--- src/rtl/text_cell_sequencer_if.sv ---
// Requester and text-area register-port signals of the cell write sequencer.
// The sequencer takes the slave view. Requesters and the text area side take the master view.
interface text_cell_sequencer_if;
  logic       i_blank;
  logic       i_r0_req,  i_r1_req;
  logic [6:0] i_r0_col,  i_r1_col;
  logic [5:0] i_r0_row,  i_r1_row;
  logic [7:0] i_r0_char, i_r1_char;
  logic [7:0] i_r0_fg,   i_r1_fg;
  logic [7:0] i_r0_bg,   i_r1_bg;
  logic       o_r0_ack,  o_r1_ack;
  logic       o_r0_err,  o_r1_err;
  logic       o_wr;
  logic       o_rd;
  logic [6:0] o_addr;
  logic [7:0] o_data;
  logic       o_busy;

  modport slave (
    input  i_blank,
    input  i_r0_req, i_r0_col, i_r0_row, i_r0_char, i_r0_fg, i_r0_bg,
    input  i_r1_req, i_r1_col, i_r1_row, i_r1_char, i_r1_fg, i_r1_bg,
    output o_r0_ack, o_r0_err, o_r1_ack, o_r1_err,
    output o_wr, o_rd, o_addr, o_data, o_busy
  );

  modport master (
    output i_blank,
    output i_r0_req, i_r0_col, i_r0_row, i_r0_char, i_r0_fg, i_r0_bg,
    output i_r1_req, i_r1_col, i_r1_row, i_r1_char, i_r1_fg, i_r1_bg,
    input  o_r0_ack, o_r0_err, o_r1_ack, o_r1_err,
    input  o_wr, o_rd, o_addr, o_data, o_busy
  );
endinterface

--- src/rtl/text_cell_sequencer.sv ---
// Two-requester arbiter for the text area register port.
// It expands one cell write into the sequence column, row, char, FG, BG, commit.
// Every write cycle is followed by one gap cycle, so the write strobe is never high in back-to-back cycles.
module text_cell_sequencer #(
  parameter logic [6:0] COL_ADDR    = 7'h44,
  parameter logic [6:0] ROW_ADDR    = 7'h45,
  parameter logic [6:0] CHAR_ADDR   = 7'h46,
  parameter logic [6:0] FG_ADDR     = 7'h48,
  parameter logic [6:0] BG_ADDR     = 7'h49,
  parameter logic [6:0] COMMIT_ADDR = 7'h4A,
  parameter int         MAX_COL     = 79,
  parameter int         MAX_ROW     = 39,
  parameter bit         BLANK_ONLY  = 1'b0
) (
  input logic                   i_pix_clk,
  input logic                   i_rst,
  text_cell_sequencer_if.slave  bus
);

  localparam logic [6:0] MAX_COL_V = 7'(MAX_COL);
  localparam logic [5:0] MAX_ROW_V = 6'(MAX_ROW);

  typedef enum logic [3:0] {
    IDLE,
    COL_W, COL_G, ROW_W, ROW_G, CHR_W, CHR_G,
    FG_W,  FG_G,  BG_W,  BG_G,  CMT_W, CMT_G,
    DONE,
    ERR
  } state_t;

  typedef struct packed {
    logic [6:0] col;
    logic [5:0] row;
    logic [7:0] chr;
    logic [7:0] fg;
    logic [7:0] bg;
  } cell_t;

  state_t state_q, state_d;
  cell_t  cell_q, sel;
  logic   win_q;        // 1 = r1 owns the current sequence
  logic   prefer_r1_q;  // set when r0 was granted last
  logic   any_req, gnt_r1, range_bad, wr_ok;
  logic   wr, ack, err;
  logic [6:0] addr;
  logic [7:0] data;

  // Pick the winner of this IDLE cycle and its fields. They are used only when a request is present.
  always_comb begin
    any_req   = bus.i_r0_req | bus.i_r1_req;
    gnt_r1    = bus.i_r1_req & (~bus.i_r0_req | prefer_r1_q);
    sel       = gnt_r1 ? '{bus.i_r1_col, bus.i_r1_row, bus.i_r1_char, bus.i_r1_fg, bus.i_r1_bg}
                       : '{bus.i_r0_col, bus.i_r0_row, bus.i_r0_char, bus.i_r0_fg, bus.i_r0_bg};
    range_bad = (sel.col > MAX_COL_V) | (sel.row > MAX_ROW_V);
    wr_ok     = ~BLANK_ONLY | bus.i_blank;
  end

  // State register, field latch at grant, and round-robin pointer update on completion.
  always_ff @(posedge i_pix_clk) begin
    if (i_rst) begin
      state_q     <= IDLE;
      cell_q      <= '0;
      win_q       <= 1'b0;
      prefer_r1_q <= 1'b0;
    end else begin
      state_q <= state_d;
      if (state_q == IDLE && any_req) begin
        cell_q <= sel;
        win_q  <= gnt_r1;
      end
      if (state_q == DONE || state_q == ERR) prefer_r1_q <= ~win_q;
    end
  end

  // Next state and bus outputs. Write and gap states of a step drive the same address and data.
  always_comb begin
    state_d = state_q;
    wr      = 1'b0;
    ack     = 1'b0;
    err     = 1'b0;
    addr    = '0;
    data    = '0;
    unique case (state_q)
      IDLE:  if (any_req) state_d = range_bad ? ERR : COL_W;
      COL_W: begin addr = COL_ADDR;    data = {1'b0, cell_q.col}; wr = wr_ok; if (wr_ok) state_d = COL_G; end
      COL_G: begin addr = COL_ADDR;    data = {1'b0, cell_q.col}; state_d = ROW_W; end
      ROW_W: begin addr = ROW_ADDR;    data = {2'b0, cell_q.row}; wr = wr_ok; if (wr_ok) state_d = ROW_G; end
      ROW_G: begin addr = ROW_ADDR;    data = {2'b0, cell_q.row}; state_d = CHR_W; end
      CHR_W: begin addr = CHAR_ADDR;   data = cell_q.chr;         wr = wr_ok; if (wr_ok) state_d = CHR_G; end
      CHR_G: begin addr = CHAR_ADDR;   data = cell_q.chr;         state_d = FG_W; end
      FG_W:  begin addr = FG_ADDR;     data = cell_q.fg;          wr = wr_ok; if (wr_ok) state_d = FG_G; end
      FG_G:  begin addr = FG_ADDR;     data = cell_q.fg;          state_d = BG_W; end
      BG_W:  begin addr = BG_ADDR;     data = cell_q.bg;          wr = wr_ok; if (wr_ok) state_d = BG_G; end
      BG_G:  begin addr = BG_ADDR;     data = cell_q.bg;          state_d = CMT_W; end
      CMT_W: begin addr = COMMIT_ADDR; wr = wr_ok; if (wr_ok) state_d = CMT_G; end
      CMT_G: begin addr = COMMIT_ADDR; state_d = DONE; end
      DONE:  begin ack = 1'b1; state_d = IDLE; end
      ERR:   begin ack = 1'b1; err = 1'b1; state_d = IDLE; end
      default: state_d = IDLE;
    endcase
  end

  assign bus.o_wr     = wr;
  assign bus.o_rd     = 1'b0;
  assign bus.o_addr   = addr;
  assign bus.o_data   = data;
  assign bus.o_busy   = (state_q != IDLE);
  assign bus.o_r0_ack = ack & ~win_q;
  assign bus.o_r1_ack = ack &  win_q;
  assign bus.o_r0_err = err & ~win_q;
  assign bus.o_r1_err = err &  win_q;

endmodule

--- src/flat_wrapper.sv ---
// flat-port wrapper written by rule: the top's interface ports become plain ports
module text_cell_sequencer_flat 
#(
  parameter logic [6:0] COL_ADDR    = 7'h44,
  parameter logic [6:0] ROW_ADDR    = 7'h45,
  parameter logic [6:0] CHAR_ADDR   = 7'h46,
  parameter logic [6:0] FG_ADDR     = 7'h48,
  parameter logic [6:0] BG_ADDR     = 7'h49,
  parameter logic [6:0] COMMIT_ADDR = 7'h4A,
  parameter int         MAX_COL     = 79,
  parameter int         MAX_ROW     = 39,
  parameter bit         BLANK_ONLY  = 1'b0
)
  (i_pix_clk, i_rst, bus_i_blank, bus_i_r0_req, bus_i_r0_col, bus_i_r0_row, bus_i_r0_char, bus_i_r0_fg, bus_i_r0_bg, bus_i_r1_req, bus_i_r1_col, bus_i_r1_row, bus_i_r1_char, bus_i_r1_fg, bus_i_r1_bg, bus_o_r0_ack, bus_o_r0_err, bus_o_r1_ack, bus_o_r1_err, bus_o_wr, bus_o_rd, bus_o_addr, bus_o_data, bus_o_busy);
  text_cell_sequencer_if bus_i ();
  input logic i_pix_clk;
  input logic i_rst;
  input wire logic [$bits(bus_i.i_blank)-1:0] bus_i_blank;
  input wire logic [$bits(bus_i.i_r0_req)-1:0] bus_i_r0_req;
  input wire logic [$bits(bus_i.i_r0_col)-1:0] bus_i_r0_col;
  input wire logic [$bits(bus_i.i_r0_row)-1:0] bus_i_r0_row;
  input wire logic [$bits(bus_i.i_r0_char)-1:0] bus_i_r0_char;
  input wire logic [$bits(bus_i.i_r0_fg)-1:0] bus_i_r0_fg;
  input wire logic [$bits(bus_i.i_r0_bg)-1:0] bus_i_r0_bg;
  input wire logic [$bits(bus_i.i_r1_req)-1:0] bus_i_r1_req;
  input wire logic [$bits(bus_i.i_r1_col)-1:0] bus_i_r1_col;
  input wire logic [$bits(bus_i.i_r1_row)-1:0] bus_i_r1_row;
  input wire logic [$bits(bus_i.i_r1_char)-1:0] bus_i_r1_char;
  input wire logic [$bits(bus_i.i_r1_fg)-1:0] bus_i_r1_fg;
  input wire logic [$bits(bus_i.i_r1_bg)-1:0] bus_i_r1_bg;
  output wire logic [$bits(bus_i.o_r0_ack)-1:0] bus_o_r0_ack;
  output wire logic [$bits(bus_i.o_r0_err)-1:0] bus_o_r0_err;
  output wire logic [$bits(bus_i.o_r1_ack)-1:0] bus_o_r1_ack;
  output wire logic [$bits(bus_i.o_r1_err)-1:0] bus_o_r1_err;
  output wire logic [$bits(bus_i.o_wr)-1:0] bus_o_wr;
  output wire logic [$bits(bus_i.o_rd)-1:0] bus_o_rd;
  output wire logic [$bits(bus_i.o_addr)-1:0] bus_o_addr;
  output wire logic [$bits(bus_i.o_data)-1:0] bus_o_data;
  output wire logic [$bits(bus_i.o_busy)-1:0] bus_o_busy;
  assign bus_i.i_blank = bus_i_blank;
  assign bus_i.i_r0_req = bus_i_r0_req;
  assign bus_i.i_r0_col = bus_i_r0_col;
  assign bus_i.i_r0_row = bus_i_r0_row;
  assign bus_i.i_r0_char = bus_i_r0_char;
  assign bus_i.i_r0_fg = bus_i_r0_fg;
  assign bus_i.i_r0_bg = bus_i_r0_bg;
  assign bus_i.i_r1_req = bus_i_r1_req;
  assign bus_i.i_r1_col = bus_i_r1_col;
  assign bus_i.i_r1_row = bus_i_r1_row;
  assign bus_i.i_r1_char = bus_i_r1_char;
  assign bus_i.i_r1_fg = bus_i_r1_fg;
  assign bus_i.i_r1_bg = bus_i_r1_bg;
  assign bus_o_r0_ack = bus_i.o_r0_ack;
  assign bus_o_r0_err = bus_i.o_r0_err;
  assign bus_o_r1_ack = bus_i.o_r1_ack;
  assign bus_o_r1_err = bus_i.o_r1_err;
  assign bus_o_wr = bus_i.o_wr;
  assign bus_o_rd = bus_i.o_rd;
  assign bus_o_addr = bus_i.o_addr;
  assign bus_o_data = bus_i.o_data;
  assign bus_o_busy = bus_i.o_busy;
  text_cell_sequencer #(.COL_ADDR(COL_ADDR), .ROW_ADDR(ROW_ADDR), .CHAR_ADDR(CHAR_ADDR), .FG_ADDR(FG_ADDR), .BG_ADDR(BG_ADDR), .COMMIT_ADDR(COMMIT_ADDR), .MAX_COL(MAX_COL), .MAX_ROW(MAX_ROW), .BLANK_ONLY(BLANK_ONLY)) u_core (.i_pix_clk(i_pix_clk), .i_rst(i_rst), .bus(bus_i));
endmodule
--- config.mk ---
export PLATFORM = sky130hd
export DESIGN_NAME = text_cell_sequencer_flat
export DESIGN_NICKNAME = d
export VERILOG_FILES = /design/src/rtl/text_cell_sequencer_if.sv /design/src/rtl/text_cell_sequencer.sv /design/src/flat_wrapper.sv
export SDC_FILE = /design/constraint.sdc
export NUM_CORES = 1
export LEC_CHECK = 0
export ABC_AREA = 1
export BUFFER_PORTS_ARGS = -buffer_cell sky130_fd_sc_hd__buf_2
export CAP_MARGIN = 20
export CORE_MARGIN = 4
export CORE_UTILIZATION = 35
export CTS_CLUSTER_DIAMETER = 80
export DETAILED_ROUTE_END_ITERATION = 16
export GPL_TIMING_DRIVEN = 1
export HOLD_SLACK_MARGIN = 0.03
export PLACE_DENSITY_LB_ADDON = 0.12
export SKIP_CTS_REPAIR_TIMING = 1
export SYNTH_ARGS = -nofsm -noshare
export SYNTH_HDL_FRONTEND = slang
export SYNTH_SLANG_ARGS = --single-unit
--- constraint.sdc ---
create_clock -name i_pix_clk -period 3.3 [get_ports i_pix_clk]
set_input_delay 0.825 -clock i_pix_clk [delete_from_list [all_inputs] [get_ports i_pix_clk]]
set_output_delay 0.825 -clock i_pix_clk [all_outputs]
set_load 0.01 [all_outputs]
==> results_dict.tcl <==
set metrics [dict create \
    start_util 0.359 \
    grt_overflow 0 \
    cts_root_buf "clkbuf_8" \
    io_pins 101 \
    fp.dieW_um 91.5 \
    clk_latency_ns 0.29 \
    fin_crit_ns 2.62 \
    reg2reg_slack_ns 1.34 \
    holdWs_ns 0.468 \
    fin_worst_skew_ns 0.00762 \
    cap_viol_max_count 0 \
    crit_chain "inv_1 -> nand2_1 -> o21ai_2 -> nand2_1 -> nand4_1 -> o21bai_1 -> buf_2" \
    setup_viol 0 \
    path_class "flip-flop to primary output" \
    timing.final.crit_share 0.793 \
    nNetsFinal 519 \
    vias 2542 \
    p_leak_nw 1.46 \
    cp_common_cell "nand2_1" \
    max_slew_margin 0.462 \
    drive_gt1_frac 0.340 \
    multi_input_area_um2 1340 \
    totalWireLength_um 6990 \
    ys_top_cells_by_area "dfxtp_1, nand2_1, a21oi_2" \
    seqCellArea_um2 861 \
    cts_buffers 5 \
    ys_warn_count 0 \
    grt_pass1_vias 2495 \
    yosysUniqueCellTypes 32 \
    grt_max_degree 45 \
    arrival_ns 1.79 \
    fin_area_um2 3060 \
    vias_per_cell 4.73 \
    cts_tree "built" \
    synth_top_area_frac 0.353 \
    synth_edf_count 0 \
    final_util 0.450 \
    grt_pass1_wl_um 11400 \
    drc_errors 0 \
    rows 30 \
    tightestPinTransition_ns 0.806 \
    gp_congestion 0.756 \
    core_area_um2 6790 \
    cp_slowest_cell "o21ai_2" \
    rsz0062_at_grt "no" \
    syn_inst 353 \
    h-tree-depth 2 \
    drtIter0Drc 117 \
    drv_slew 0 \
    wire_per_inst_um 13.0 \
    syn_area_per_cell_um2 6.91 \
    hp-class "flip-flop to flip-flop" \
    antennaDiodeCount 0 \
    use_met2 0.282 \
    synth_top_area_cell "dfxtp_1" \
    place_area_um2 2930 \
    synth-async-reset-ratio 0 \
    ir_drop_mv 0.254 \
    synth-seq-cells 43 \
    ys.flop_type "dfxtp_1" \
    die_area_um2 8370 \
    grt.total_usage 0.167 \
    clk_path_buf_depth 2 \
    finalHoldViolations 0 \
    worstPathMaxFanout 9 \
    antenna_found_initial 0 \
    io_buffers 96 \
    dieHeight_um 91.5 \
    tns_ns 0 \
    outcome "finished clean" \
    syn2layout_area_growth_pct 25.4 \
    slowest_delay_ns 0.39 \
    synth-seq-area-share 0.353 \
    drtPass1Iterations 4 \
    cp-start-kind "flip-flop" \
    power.density_nw_per_um2 866 \
    dp_hpwl_um 5080 \
    grt_util_met1 0.210 \
    clock_sinks 43 \
    final.fill_count 718 \
    cts.clk_slew.worst_paths_ns 0.08 \
    ant_nets 0 \
    gr-usage-met3 0.0439 \
    required_ns 2.47 \
    syn_area_um2 2440 \
    max_freq_mhz 382 \
    cp-end-kind "primary output" \
    top_usage_layer "met2" \
]
==> cells in the mapped netlist (2+ instances only) <==
cell,number
nand2_1,105
a21oi_1,47
dfxtp_1,43
o21ai_1,34
a21oi_2,28
inv_1,20
nor2_1,11
nand3_1,10
buf_4,7
buf_2,6
nand2_2,5
buf_6,4
clkbuf_1,4
inv_2,4
nand3b_1,3
o21ai_0,3
a31oi_1,2
nand4_1,2
nor2_2,2
==> cell usage in the layout, fill, tap and decap left out, types with 2 or more instances in the layout <==
cell type,count
nand3b_1,3
a31oi_1,2
inv_2,4
o21ai_1,34
nor2_1,11
nand2_1,105
nand3_1,10
nand2_2,5
buf_4,3
dfxtp_1,43
inv_1,20
clkbuf_8,5
a21oi_2,28
nor2_2,2
nand4_1,2
a21oi_1,47
buf_2,96
o21ai_0,3
conb_1,3
bufinv_16,2
==> area by class of cell <==
cell class                 instances  share of cell area
multi-input combinational        265               0.439
sequential                        43               0.281
timing repair buffer              99               0.164
tap                               96              0.0393
inverter                          26              0.0327
clock buffer                       6              0.0237
clock inverter                     2              0.0196
==> layer usage <==
layer  share of wire  vias to the layer above
li1                -                     1335
met1            0.46                     1134
met2            0.47                       65
met3           0.061                        8
met4           0.010                        0
met5               0                        -
==> path summary, 6_finish.rpt <==
kind / start / to / depth (start not counted)
worst min register to register: u_core.prefer_r1_q / u_core.prefer_r1_q / 2
worst max-delay path: u_core.state_q[0] / bus_o_data[2] / 7
worst max register to register: u_core.state_q[0] / u_core.cell_q[6] / 6
worst min-delay path: u_core.prefer_r1_q / u_core.prefer_r1_q / 2
==> cells by family (layout without fill, tap and decap cells) <==
kind of cell	count (synthesis)	in the layout	share of synthesized area
other	1	3	0.00154
AO/OA/AOI/OAI	120	120	0.297
buffers and inverters	47	133	0.0995
flip-flops	43	43	0.353
AND/OR/NAND/NOR	142	142	0.249
==> worst max-delay path, delay by kind of cell, from the launching register on <==
kind                   cells  cell delay (ns)
AO/OA/AOI/OAI              2             0.52
AND/OR/NAND/NOR            3             0.35
flip-flops                 1             0.35
buffers and inverters      2             0.27
==> flip-flops by register name (all words and copies together) (netlist names) <==
name / count
u_core.prefer_r1_q: 1
u_core.win_q: 1
u_core.cell_q: 37
u_core.state_q: 4
==> stage by stage <==
| step | total power, mW | instances | setup WS (ns) |
|---|---|---|---|
| 2_1_floorplan | 1.88 | 355 | 1.37 |
| 3_3_place_gp | 2.18 | 529 | 0.875 |
| 3_5_place_dp | 2.19 | 529 | 0.865 |
| 4_1_cts | 2.68 | 537 | 0.675 |
| 5_1_grt | 2.87 | 537 | 0.496 |
| 6_report | 2.65 | 537 | 0.682 |
==> power breakdown <==
part | leakage (nW) | internal [mW] | switching, mW
Clock | 0.0654 | 0.303 | 0.181
Sequential | 0.356 | 0.764 | 0.141
Combinational | 1.04 | 0.437 | 0.823
(Power assumes the default switching activity.)
